`src/rtl/i2c_slave_pkg.sv`:
```
// Shared definitions for the I2C-to-MM bridge.
//   MM_ADDR_WIDTH_DEF / MM_DATA_WIDTH_DEF : default MM bus widths.
//   I2C_DEV_ADDR_DEF                      : default 7-bit device address.
//   i2c_state_e                           : protocol FSM states.
package i2c_slave_pkg;

  localparam int unsigned MM_ADDR_WIDTH_DEF = 8;
  localparam int unsigned MM_DATA_WIDTH_DEF = 16;
  localparam logic [6:0]  I2C_DEV_ADDR_DEF  = 7'h3A;

  typedef enum logic [3:0] {
    IDLE     = 4'd0,
    DEV_ADDR = 4'd1,
    DEV_ACK  = 4'd2,
    REG_ADDR = 4'd3,
    REG_ACK  = 4'd4,
    WR_DATA  = 4'd5,
    WR_ACK   = 4'd6,
    RD_DATA  = 4'd7,
    RD_ACK   = 4'd8
  } i2c_state_e;

endpackage

```
`src/rtl/i2c_filter.sv`:
```
// Input conditioning for one I2C line.
//   clk_sys_i : system clock
//   rst_n_i   : asynchronous active-low reset (pipeline presets to idle-high)
//   line_i    : raw asynchronous bus line
//   level_o   : filtered level
//   rise_o    : one-cycle pulse, coincident with level_o going 1
//   fall_o    : one-cycle pulse, coincident with level_o going 0
module i2c_filter (
  input  logic clk_sys_i,
  input  logic rst_n_i,
  input  logic line_i,
  output logic level_o,
  output logic rise_o,
  output logic fall_o
);

  logic [1:0] sync_q;
  logic [2:0] samp_q;
  logic       maj;

  // 2-of-3 vote rejects single-cycle glitches after synchronization.
  assign maj = (samp_q[0] & samp_q[1]) | (samp_q[1] & samp_q[2]) |
               (samp_q[0] & samp_q[2]);

  always_ff @(posedge clk_sys_i or negedge rst_n_i) begin
    if (!rst_n_i) begin
      sync_q  <= '1;
      samp_q  <= '1;
      level_o <= 1'b1;
      rise_o  <= 1'b0;
      fall_o  <= 1'b0;
    end else begin
      sync_q  <= {sync_q[0], line_i};
      samp_q  <= {samp_q[1:0], sync_q[1]};
      level_o <= maj;
      rise_o  <= maj & ~level_o;
      fall_o  <= ~maj & level_o;
    end
  end

endmodule

```
`src/rtl/i2c_slave.sv`:
```
// I2C slave to memory-mapped master bridge.
//   clk_sys_i    : system clock
//   rst_n_i      : asynchronous active-low reset
//   i2c_scl_i    : bus clock (asynchronous)
//   i2c_sda_i    : bus data (asynchronous)
//   i2c_sda_oe_o : 1 = pull SDA low
//   mm_m_addr_o  : MM address (register byte in [7:0], post-increments)
//   mm_m_wdata_o : MM write data, {MSB byte, LSB byte}
//   mm_m_rdata_i : MM read data (combinational)
//   mm_m_we_o    : one-cycle write strobe
module i2c_slave
  import i2c_slave_pkg::*;
#(
  parameter int unsigned MM_ADDR_WIDTH = MM_ADDR_WIDTH_DEF,
  parameter int unsigned MM_DATA_WIDTH = MM_DATA_WIDTH_DEF,
  parameter logic [6:0]  I2C_DEV_ADDR  = I2C_DEV_ADDR_DEF
) (
  input  logic                     clk_sys_i,
  input  logic                     rst_n_i,
  input  logic                     i2c_scl_i,
  input  logic                     i2c_sda_i,
  output logic                     i2c_sda_oe_o,
  output logic [MM_ADDR_WIDTH-1:0] mm_m_addr_o,
  output logic [MM_DATA_WIDTH-1:0] mm_m_wdata_o,
  input  logic [MM_DATA_WIDTH-1:0] mm_m_rdata_i,
  output logic                     mm_m_we_o
);

  logic scl, scl_rise, scl_fall;
  logic sda, sda_rise, sda_fall;

  i2c_filter u_scl_filt (
    .clk_sys_i (clk_sys_i),
    .rst_n_i   (rst_n_i),
    .line_i    (i2c_scl_i),
    .level_o   (scl),
    .rise_o    (scl_rise),
    .fall_o    (scl_fall)
  );

  i2c_filter u_sda_filt (
    .clk_sys_i (clk_sys_i),
    .rst_n_i   (rst_n_i),
    .line_i    (i2c_sda_i),
    .level_o   (sda),
    .rise_o    (sda_rise),
    .fall_o    (sda_fall)
  );

  logic start_det, stop_det;
  assign start_det = sda_fall & scl;
  assign stop_det  = sda_rise & scl;

  i2c_state_e  state_q, state_d;
  logic [3:0]  bit_cnt_q, bit_cnt_d;
  logic [7:0]  sr_q, sr_d;
  logic [7:0]  msb_q, msb_d;
  logic [15:0] tx_q, tx_d;
  logic [15:0] wdata_q, wdata_d;
  logic [7:0]  addr_q, addr_d;
  logic        rw_q, rw_d;
  logic        lsb_ph_q, lsb_ph_d;
  logic        ack_q, ack_d;
  logic        oe_q, oe_d;
  logic        we_q, we_d;
  logic        inc_q, inc_d;

  logic [15:0] rdata;
  logic        rx_shift, byte_end;

  assign rdata    = 16'(mm_m_rdata_i);
  assign rx_shift = scl_rise && (bit_cnt_q != 4'd8);
  assign byte_end = scl_fall && (bit_cnt_q == 4'd8);

  always_ff @(posedge clk_sys_i or negedge rst_n_i) begin
    if (!rst_n_i) begin
      state_q   <= IDLE;
      bit_cnt_q <= '0;
      sr_q      <= '0;
      msb_q     <= '0;
      tx_q      <= '0;
      wdata_q   <= '0;
      addr_q    <= '0;
      rw_q      <= 1'b0;
      lsb_ph_q  <= 1'b0;
      ack_q     <= 1'b0;
      oe_q      <= 1'b0;
      we_q      <= 1'b0;
      inc_q     <= 1'b0;
    end else begin
      state_q   <= state_d;
      bit_cnt_q <= bit_cnt_d;
      sr_q      <= sr_d;
      msb_q     <= msb_d;
      tx_q      <= tx_d;
      wdata_q   <= wdata_d;
      addr_q    <= addr_d;
      rw_q      <= rw_d;
      lsb_ph_q  <= lsb_ph_d;
      ack_q     <= ack_d;
      oe_q      <= oe_d;
      we_q      <= we_d;
      inc_q     <= inc_d;
    end
  end

  always_comb begin
    state_d   = state_q;
    bit_cnt_d = bit_cnt_q;
    sr_d      = sr_q;
    msb_d     = msb_q;
    tx_d      = tx_q;
    wdata_d   = wdata_q;
    addr_d    = inc_q ? addr_q + 8'd1 : addr_q;
    rw_d      = rw_q;
    lsb_ph_d  = lsb_ph_q;
    ack_d     = ack_q;
    oe_d      = oe_q;
    we_d      = 1'b0;
    inc_d     = 1'b0;

    if (start_det) begin
      state_d   = DEV_ADDR;
      bit_cnt_d = '0;
      oe_d      = 1'b0;
    end else if (stop_det) begin
      state_d = IDLE;
      oe_d    = 1'b0;
    end else begin
      unique case (state_q)
        IDLE: ;
        DEV_ADDR: begin
          if (rx_shift) begin
            sr_d      = {sr_q[6:0], sda};
            bit_cnt_d = bit_cnt_q + 4'd1;
          end else if (byte_end) begin
            bit_cnt_d = '0;
            if (sr_q[7:1] == I2C_DEV_ADDR) begin
              rw_d    = sr_q[0];
              oe_d    = 1'b1;
              state_d = DEV_ACK;
            end else begin
              state_d = IDLE;
            end
          end
        end
        DEV_ACK: begin
          if (scl_fall) begin
            if (rw_q) begin
              // Word captured once here so both bytes come from the same read.
              tx_d     = rdata;
              oe_d     = ~rdata[15];
              lsb_ph_d = 1'b0;
              state_d  = RD_DATA;
            end else begin
              oe_d    = 1'b0;
              state_d = REG_ADDR;
            end
          end
        end
        REG_ADDR: begin
          if (rx_shift) begin
            sr_d      = {sr_q[6:0], sda};
            bit_cnt_d = bit_cnt_q + 4'd1;
          end else if (byte_end) begin
            bit_cnt_d = '0;
            addr_d    = sr_q;
            lsb_ph_d  = 1'b0;
            oe_d      = 1'b1;
            state_d   = REG_ACK;
          end
        end
        REG_ACK: begin
          if (scl_fall) begin
            oe_d    = 1'b0;
            state_d = WR_DATA;
          end
        end
        WR_DATA: begin
          if (rx_shift) begin
            sr_d      = {sr_q[6:0], sda};
            bit_cnt_d = bit_cnt_q + 4'd1;
          end else if (byte_end) begin
            bit_cnt_d = '0;
            if (!lsb_ph_q) msb_d = sr_q;
            oe_d    = 1'b1;
            state_d = WR_ACK;
          end
        end
        WR_ACK: begin
          if (scl_fall) begin
            oe_d     = 1'b0;
            state_d  = WR_DATA;
            lsb_ph_d = ~lsb_ph_q;
            if (lsb_ph_q) begin
              wdata_d = {msb_q, sr_q};
              we_d    = 1'b1;
              inc_d   = 1'b1;
            end
          end
        end
        RD_DATA: begin
          if (scl_rise) begin
            bit_cnt_d = bit_cnt_q + 4'd1;
          end else if (scl_fall) begin
            // Shift also on the last fall so tx_q[15] holds the LSB byte's MSB.
            tx_d = tx_q << 1;
            if (bit_cnt_q == 4'd8) begin
              bit_cnt_d = '0;
              oe_d      = 1'b0;
              state_d   = RD_ACK;
              if (lsb_ph_q) inc_d = 1'b1;
            end else begin
              oe_d = ~tx_q[14];
            end
          end
        end
        RD_ACK: begin
          if (scl_rise) begin
            ack_d = ~sda;
          end else if (scl_fall) begin
            if (ack_q) begin
              state_d = RD_DATA;
              if (lsb_ph_q) begin
                lsb_ph_d = 1'b0;
                tx_d     = rdata;
                oe_d     = ~rdata[15];
              end else begin
                lsb_ph_d = 1'b1;
                oe_d     = ~tx_q[15];
              end
            end else begin
              state_d = IDLE;
              oe_d    = 1'b0;
            end
          end
        end
        default: begin
          state_d = IDLE;
          oe_d    = 1'b0;
        end
      endcase
    end
  end

  assign i2c_sda_oe_o = oe_q;
  assign mm_m_we_o    = we_q;
  assign mm_m_addr_o  = MM_ADDR_WIDTH'(addr_q);
  assign mm_m_wdata_o = MM_DATA_WIDTH'(wdata_q);

endmodule

```
`config.mk`:
```
export PLATFORM = sky130hd
export DESIGN_NAME = i2c_slave
export DESIGN_NICKNAME = d
export VERILOG_FILES = /design/src/rtl/i2c_slave_pkg.sv /design/src/rtl/i2c_filter.sv /design/src/rtl/i2c_slave.sv
export SDC_FILE = /design/constraint.sdc
export NUM_CORES = 1
export LEC_CHECK = 0
export CAP_MARGIN = 20
export CORE_ASPECT_RATIO = 0.8
export CORE_MARGIN = 10
export CORE_UTILIZATION = 34
export DETAILED_ROUTE_END_ITERATION = 8
export PLACE_DENSITY = 0.6
export RECOVER_POWER = 100
export SKIP_CTS_REPAIR_TIMING = 1
export SLEW_MARGIN = 10
export SYNTH_ARGS = -nofsm -noshare
export SYNTH_HDL_FRONTEND = slang
export SYNTH_HIERARCHICAL = 1
export SYNTH_SLANG_ARGS = --single-unit
```
`constraint.sdc`:
```
create_clock -name clk_sys_i -period 2.66 [get_ports clk_sys_i]
set_input_delay 0.399 -clock clk_sys_i [delete_from_list [all_inputs] [get_ports clk_sys_i]]
set_output_delay 0.399 -clock clk_sys_i [all_outputs]
set_load 0.1 [all_outputs]
```
* Yosys cells after proc, flatten, opt, wreduce, memory -nomap -nowiden
Cells that the tools add are included.
Storage, ports and cells: register bits 86, input bits 20, output and inout bits 26, logic and storage cells 195
Cells by class: $add $sub $neg 2, equal/unequal tests 43, muxes and demuxes 81, bitwise operators 27, reductions and logical operators 19
Operators with widths (count):
- $mux W16 | 8
- $mux W4 | 22
- $mux W8 | 6
- $ne A4 B4 Y1 const B | 12
- $pmux W16 S3 | 1
- $mux W1 | 36
- $pmux W4 S8 | 1
- $reduce_and A11 Y1 | 2
- $eq A4 B3 Y1 const B | 4
- $ne A2 B2 Y1 const B | 8
- $ne A4 B3 Y1 const B | 4
- $reduce_and A14 Y1 | 1
- $and A1 B1 Y1 | 12
- $ne A4 B1 Y1 const B | 3
- $reduce_and A12 Y1 | 1
- $reduce_and A6 Y1 | 2
- $not A1 Y1 | 11
- $reduce_and A5 Y1 | 2
- $add A8 B1 Y8 const B | 1
- $eq A4 B2 Y1 const B | 2
- $eq A4 B4 Y1 const B | 2
- $ne A2 B1 Y1 const B | 4
- $pmux W4 S2 | 1
- $reduce_and A4 Y1 | 2
- other kinds (17) | 24

* Depth between registers and ports, before layout
Gate-level depths: netlist (run 1).
depth after elaboration 8, gate-level depth with buffers 7, gate-level depth less buffers 6

* By module
The synthesis (run 1) kept the hierarchy.
Modules (own cells, without submodules):
- i2c_slave | instances 1, cells each 336, area each 3597.2 um^2, sequential area each 1751.7 um^2
- i2c_filter | instances 2, cells each 11, area each 231.5 um^2, sequential area each 207.7 um^2

* Worst setup path after synthesis (run 1)
No wires, ideal clock.
path kind register to register, start register state_q[0], end register tx_q[10], setup time 0.125 ns, arrival 1.883 ns, data required time 2.535 ns, setup slack 0.652 ns, stages on the path, launching flop included 7, buffers on the path 2, period minus slack after synthesis 2.008 ns, cells stage by stage dfrtp_1 buf_4 nor2_1 a32o_1 a2111oi_4 buf_6 mux2_2
Between the ends: word-level cells in the longest chain between the ends 3, elaborated cells on any way between the ends 14, classes of those cells 11 x eq/ne; 1 x mux; 2 x reduce/logical
Ends and longest elaborated chain:
- start: declaration | line i2c_slave.sv:54 | i2c_state_e state_q, state_d;
- start signal: assignment | line i2c_slave.sv:91 | state_q <= state_d;
- $eq A4 B2 Y1 (tied with other cells) | line i2c_slave.sv:130 | unique case (state_q)
- $ne A2 B1 Y1 (no source line) (tied with other cells)
- $reduce_and A11 Y1 (no source line)
- end signal: assignment | line i2c_slave.sv:95 | tx_q <= tx_d;
- end: declaration | line i2c_slave.sv:58 | logic [15:0] tx_q, tx_d;
Parallel ways exist; a longest one is shown, timed or not. A chain may end at the register's enable or synchronous reset.

* Final worst setup path (run 1)
start register state_q[2], end register msb_q[0]
Between the ends: word-level cells in the longest chain between the ends 2
Ends and longest elaborated chain:
- $eq A4 B3 Y1 | line i2c_slave.sv:130
- $reduce_and A6 Y1 (no source line)
- end signal: assignment | line i2c_slave.sv:94 | msb_q <= msb_d;
- end: declaration | line i2c_slave.sv:57 | logic [7:0] msb_q, msb_d;
Every way passes these cells.

==> flow_summary.toml, run 1 <==
[setup_path]
crit_start = "state_q[2]"
arrival_ps = 2600
reg2reg_from = "state_q[2]"
crit_required_ps = 2890
ff2ff_setup_slack_ps = 290
cp_launch_type = "flip-flop"
critical_path.max_fanout = 16
critical_path.endpoint_type = "flip-flop"
timing.rr.end = "msb_q[0]"
timing_worst_setup_path_type = "reg -> reg"
rr_worst_depth = 4

[clocking]
clk_transition_reported_paths_ps = 60
clk_latency_ps = 340
total_number_of_h_tree_levels = 3
cts_inserted_buffers = 9
cts.sinks = 86
cts-root-buf = "clkbuf_16"
cts-root-to-sink-buffers = 2
cts_tree = "yes"

[cells_and_area]
layout-drive-gt1-share_pct = 20.9
highest_count_cells_in_the_layout_ignoring_fill_and_taps = "74 x dfrtp_1, 61 x nand2_1, 50 x mux2_2"
diodes = 0
mostFrequentLayoutCell = "dfrtp_1"
fillCellCount = 1113
area_growth_pct = 18.0
finish.net_count = 429

[synth]
synth_edf_count = 0
synth.yosys.seq_area_share_pct = 53.4
synth_flop_cell = "dfrtp_1"
ys_async_sr_fraction_pct = 100
yosys_register_bits = 86
syn_area_um2 = 4060
synth-warning-count = 6
syn_inst = 358
ys_types = 59
syn_nets = 381
synth_area_per_cell_um2 = 11.3

[sta]
timing.hold.ws_ps = 358
fin_worst_skew_ps = 7.63
setup_viol_count_final = 0
hold_viol_final = 0
rsz_0062_raised_after_global_routing = "no"
period_minus_slack_ps = 2370
timing.final.max_slew_violations = 0
max_clock_freq_mhz = 422
timing.final.crit_share_pct = 89.2
setup_tns_ps = 0
worst_slew_pin_slew_ps = 1390
slew_headroom_pct = 7.35

[global_routing]
pin_count_of_the_biggest_net_entering_global_routing = 58
globalRoute.totalOverflow = 0
via_count_of_the_first_global_routing_pass = 2897
antenna_found_initial = 0
grt_pass1_wl_um = 14900
grt_use_total_pct = 10.6

[placed_design]
detailed_place_hpwl_um = 6020
gp_routability_congestion = 0.825
buffer_ports.inserted = 45

[detailed_routing]
drtIter0Drc = 189
detail_route.wirelength_um = 8530
drcViolationCount = 0
total_vias_in_the_final_route = 2843
drt_pre_antenna_iters = 4
drt-wirelength-per-cell_um = 15.3
route.detailed.vias_per_inst = 5.09
postRouteAntennaNets = 0

[hold_path]
min_delay_worst_endpoint = "u_sda_filt/sync_q[1]"
hp-start = "u_sda_filt/sync_q[0]"
hold_path_class = "reg -> reg"
min_delay_path_depth = 0

[floorplan]
design.die.area_um2 = 16700
initial_utilization_pct = 35.0
number_of_rows_in_the_core_area = 35
placeableCoreArea_um2 = 11600
top_ports = 46
die_w_um = 142
die_height_um = 118

[pwr]
cellPowerDensity_nw_per_um2 = 600
power_leakage_uw = 0.00216
peakVddDrop_v = 0.000361

[run_status]
run_status = "finished, final reports clean"

[job]
max_cap_viol_count = 0
[critical path, cell delays in order (launching register included)]
cell      delay [ps]
dfrtp_1          630
clkbuf_1         330
or4b_1           540
nor3_4           370
mux2_2           390
[worst max-delay path by stage]
stage                to  depth (start not counted)
2_1_floorplan  tx_q[10]                          6
3_3_place_gp   tx_q[11]                          6
3_5_place_dp   msb_q[4]                          4
4_1_cts        msb_q[0]                          4
5_1_grt        msb_q[6]                          4
6_report       msb_q[0]                          4
[area by class of cell]
cell class / count / area (um^2) / share of cell area (%)
tap: 148 / 185 / 3.87
timing repair buffer: 55 / 342 / 7.13
sequential: 86 / 2170 / 45.2
inverter: 7 / 26.3 / 0.549
clock buffer: 14 / 274 / 5.72
multi-input combinational: 247 / 1780 / 37.1
clock inverter: 2 / 16.3 / 0.340
[per-layer routing]
metal,up-vias,wire length (um),track usage (%)
met3,8,399,2.74
met2,66,3820,15.3
li1,1364,-,-
met5,-,0,0
met1,1405,4210,15.0
met4,0,99,3.51
[stage by stage]
stage | total power [uW] | setup slack [ps] | area, um^2 | std cells | util [%]
final | 2870 | 289 | 4790 | 559 | 41.3
after global routing | 3000 | 116 | 4790 | 559 | 41.3
after CTS | 2920 | 406 | 4920 | 559 | 42.4
after detailed placement | 1710 | 425 | 4630 | 543 | 39.9
after global placement | 1700 | 440 | 4630 | 543 | 39.9
after floorplan | 1590 | 652 | 4060 | 358 | -
[kinds of logic after synthesis]
kind of cell	synth area share, %
and+or+nand+nor	17.4
muxes	15.4
xor gates and xnor gates	1.73
adders and majority gates	1.48
buffers and inverters	2.74
DFF	53.4
AOI/OAI and AO/OA	7.89
[synthesized netlist by cell type, drive strengths merged, types with 2 or more instances]
library cell,count,share of area (%)
nor4,2,0.31
nand3,5,0.62
nor4bb,2,0.49
nand4,5,0.77
maj3,2,0.55
mux2,52,14
a21oi,11,1.4
xnor2,4,0.86
a41oi,2,0.43
nor4b,4,1.0
o211ai,2,0.37
and4,2,0.43
nand2b,3,0.46
clkbuf,10,0.92
nand2,61,5.6
o2111ai,2,0.43
or3,2,0.31
inv,7,0.65
dfstp,12,7.8
and3b,3,0.65
xor2,4,0.86
o21ai,7,0.86
nor2,21,2.0
buf,8,1.2
and4b,2,0.49
nor2b,7,1.1
ha,3,0.92
nand3b,4,0.74
dfrtp,74,46
nand4b,3,0.65
nor3,4,0.77
o31a,2,0.43
mux2i,4,0.99
a211oi,3,0.55
a2111oi,2,0.89
o221ai,2,0.43
[where the power goes]
part	internal (uW)	leakage, uW	switching, uW
sequential	1360	0.00115	71.8
clock	711	0.000139	487
combinational	102	0.000877	140
total	2170	0.00216	699
[flip-flops by register name (all words and copies together) (netlist names), 2 cells and up]
register / count
u_sda_filt/sync_q: 2
u_scl_filt/samp_q: 3
u_scl_filt/sync_q: 2
tx_q: 16
state_q: 4
mm_m_addr_o: 8
bit_cnt_q: 4
sr_q: 8
msb_q: 8
mm_m_wdata_o: 16
u_sda_filt/samp_q: 3
(Power assumes the default switching activity.)
==> inputs of run 2 (changes only) <==
--- a/config.mk
+++ b/config.mk
@@ -10,7 +10,7 @@
 export CORE_MARGIN = 10
 export CORE_UTILIZATION = 34
 export DETAILED_ROUTE_END_ITERATION = 8
-export PLACE_DENSITY = 0.6
+export PLACE_DENSITY = 0.49
 export RECOVER_POWER = 100
 export SKIP_CTS_REPAIR_TIMING = 1
 export SLEW_MARGIN = 10
==> run 2 against run 1 <==
- utilization rose by 0.28 points
- clock skew fell by 2.0 ps
- routed wire length rose by 4.0%
- sequential power barely moved
- global-route usage rose by 0.49 points
- non-clock buffer count rose by 3
- die area did not move
- via count fell by 2.3%
- critical path depth did not move
- critical path type unchanged
- largest power group unchanged
==> flow_summary.toml, run 2 (synthesized netlist as in run 1, its figures left out) <==
[run_status]
run_status = "finished, final reports clean"

[detailed_routing]
route.detailed.vias_per_inst = 4.94
drt-wirelength-per-cell_um = 15.8
postRouteAntennaNets = 0
drt_pre_antenna_iters = 4
detail_route.wirelength_um = 8870
total_vias_in_the_final_route = 2778
drtIter0Drc = 198
drcViolationCount = 0

[global_routing]
via_count_of_the_first_global_routing_pass = 2883
globalRoute.totalOverflow = 0
pin_count_of_the_biggest_net_entering_global_routing = 48
grt_pass1_wl_um = 15300
grt_use_total_pct = 11.1
antenna_found_initial = 0

[sta]
max_clock_freq_mhz = 402
worst_slew_pin_slew_ps = 1310
timing.final.max_slew_violations = 0
timing.final.crit_share_pct = 93.6
setup_viol_count_final = 0
timing.hold.ws_ps = 277
slew_headroom_pct = 12.5
rsz_0062_raised_after_global_routing = "no"
hold_viol_final = 0
setup_tns_ps = 0
period_minus_slack_ps = 2490
fin_worst_skew_ps = 5.68

[clocking]
total_number_of_h_tree_levels = 3
clk_latency_ps = 340
cts_inserted_buffers = 9
cts-root-buf = "clkbuf_16"
cts.sinks = 86
cts_tree = "yes"
clk_transition_reported_paths_ps = 70
cts-root-to-sink-buffers = 2

[setup_path]
critical_path.endpoint_type = "flip-flop"
timing.rr.end = "msb_q[1]"
reg2reg_from = "state_q[0]"
rr_worst_depth = 4
timing.critical_path.slowest_cell_delay_ps = 640
crit_required_ps = 2880
critical_path.max_fanout = 14
ff2ff_setup_slack_ps = 170
crit_path_cell_trace = "inv_1 > or4b_1 > nor3_2 > mux2_2"
cp_launch_type = "flip-flop"
timing_worst_setup_path_type = "reg -> reg"
critical-path-slowest-cell = "dfrtp_1"
arrival_ps = 2710

[placed_design]
detailed_place_hpwl_um = 6380
gp_routability_congestion = 0.766
buffer_ports.inserted = 45
placedCellCount = 546

[floorplan]
design.die.area_um2 = 16700
die_height_um = 118
placeableCoreArea_um2 = 11600
initial_utilization_pct = 35.0
number_of_rows_in_the_core_area = 35
die_w_um = 142
top_ports = 46

[job]
max_cap_viol_count = 0

[cells_and_area]
highest_count_cells_in_the_layout_ignoring_fill_and_taps = "74 x dfrtp_1, 61 x nand2_1, 52 x mux2_2"
fillCellCount = 1137
mostFrequentLayoutCell = "dfrtp_1"
layout-drive-gt1-share_pct = 22.0
area_of_the_multi_input_gates_um2 = 1770
seqCellArea_um2 = 2170
area_growth_pct = 18.8
diodes = 0
layoutNonFillerInstCount = 562
finish.net_count = 432

[pwr]
power_leakage_uw = 0.00219
cellPowerDensity_nw_per_um2 = 608
peakVddDrop_v = 0.000412

[hold_path]
hold_path_class = "in -> async"
## run 2: final cells by class
cell class	count	area share (%)
sequential	86	44.9
multi-input combinational	247	36.8
timing repair buffer	58	7.63
clock buffer	11	5.47
tap	148	3.84
clock inverter	5	0.804
inverter	7	0.545
## run 2: how the worst max path moves through the flow
stage	start	endpoint	slack [ps]
global route	state_q[0]	msb_q[6]	50
finish	state_q[0]	msb_q[1]	170
CTS	state_q[2]	tx_q[11]	240
global placement	state_q[2]	tx_q[13]	330
floorplan	state_q[0]	tx_q[10]	650
detailed placement	state_q[2]	tx_q[11]	260
## run 2: worst max-delay path: cells and delay by family (launching register included)
kind	cells	cell delay, ps
AND/OR/NAND/NOR	2	1150
flip-flops	1	640
multiplexers	1	410
buffers and inverters	1	170
## run 2: power breakdown
part | leakage, uW | switching (uW) | internal [uW]
clock | 0.000153 | 525 | 723
sequential | 0.00115 | 72.4 | 1360
combinational | 0.000895 | 144 | 107
## run 2: metal layers
layer / track usage, % / up-vias / share of wire [%]
li1: - / 1371 / -
met1: 15.6 / 1353 / 51
met2: 15.7 / 44 / 44
met3: 3.71 / 10 / 4.4
met4: 3.25 / 0 / 1.2
met5: 0 / - / 0
## run 2: through the flow
stage,utilization (%),area [um^2],total power (uW),worst slack (ps)
2_1_floorplan,-,4060,1590,652
3_3_place_gp,40.1,4650,1720,330
3_5_place_dp,40.1,4650,1720,265
4_1_cts,42.7,4960,2990,241
5_1_grt,41.6,4820,3080,54.5
6_report,41.6,4820,2930,170
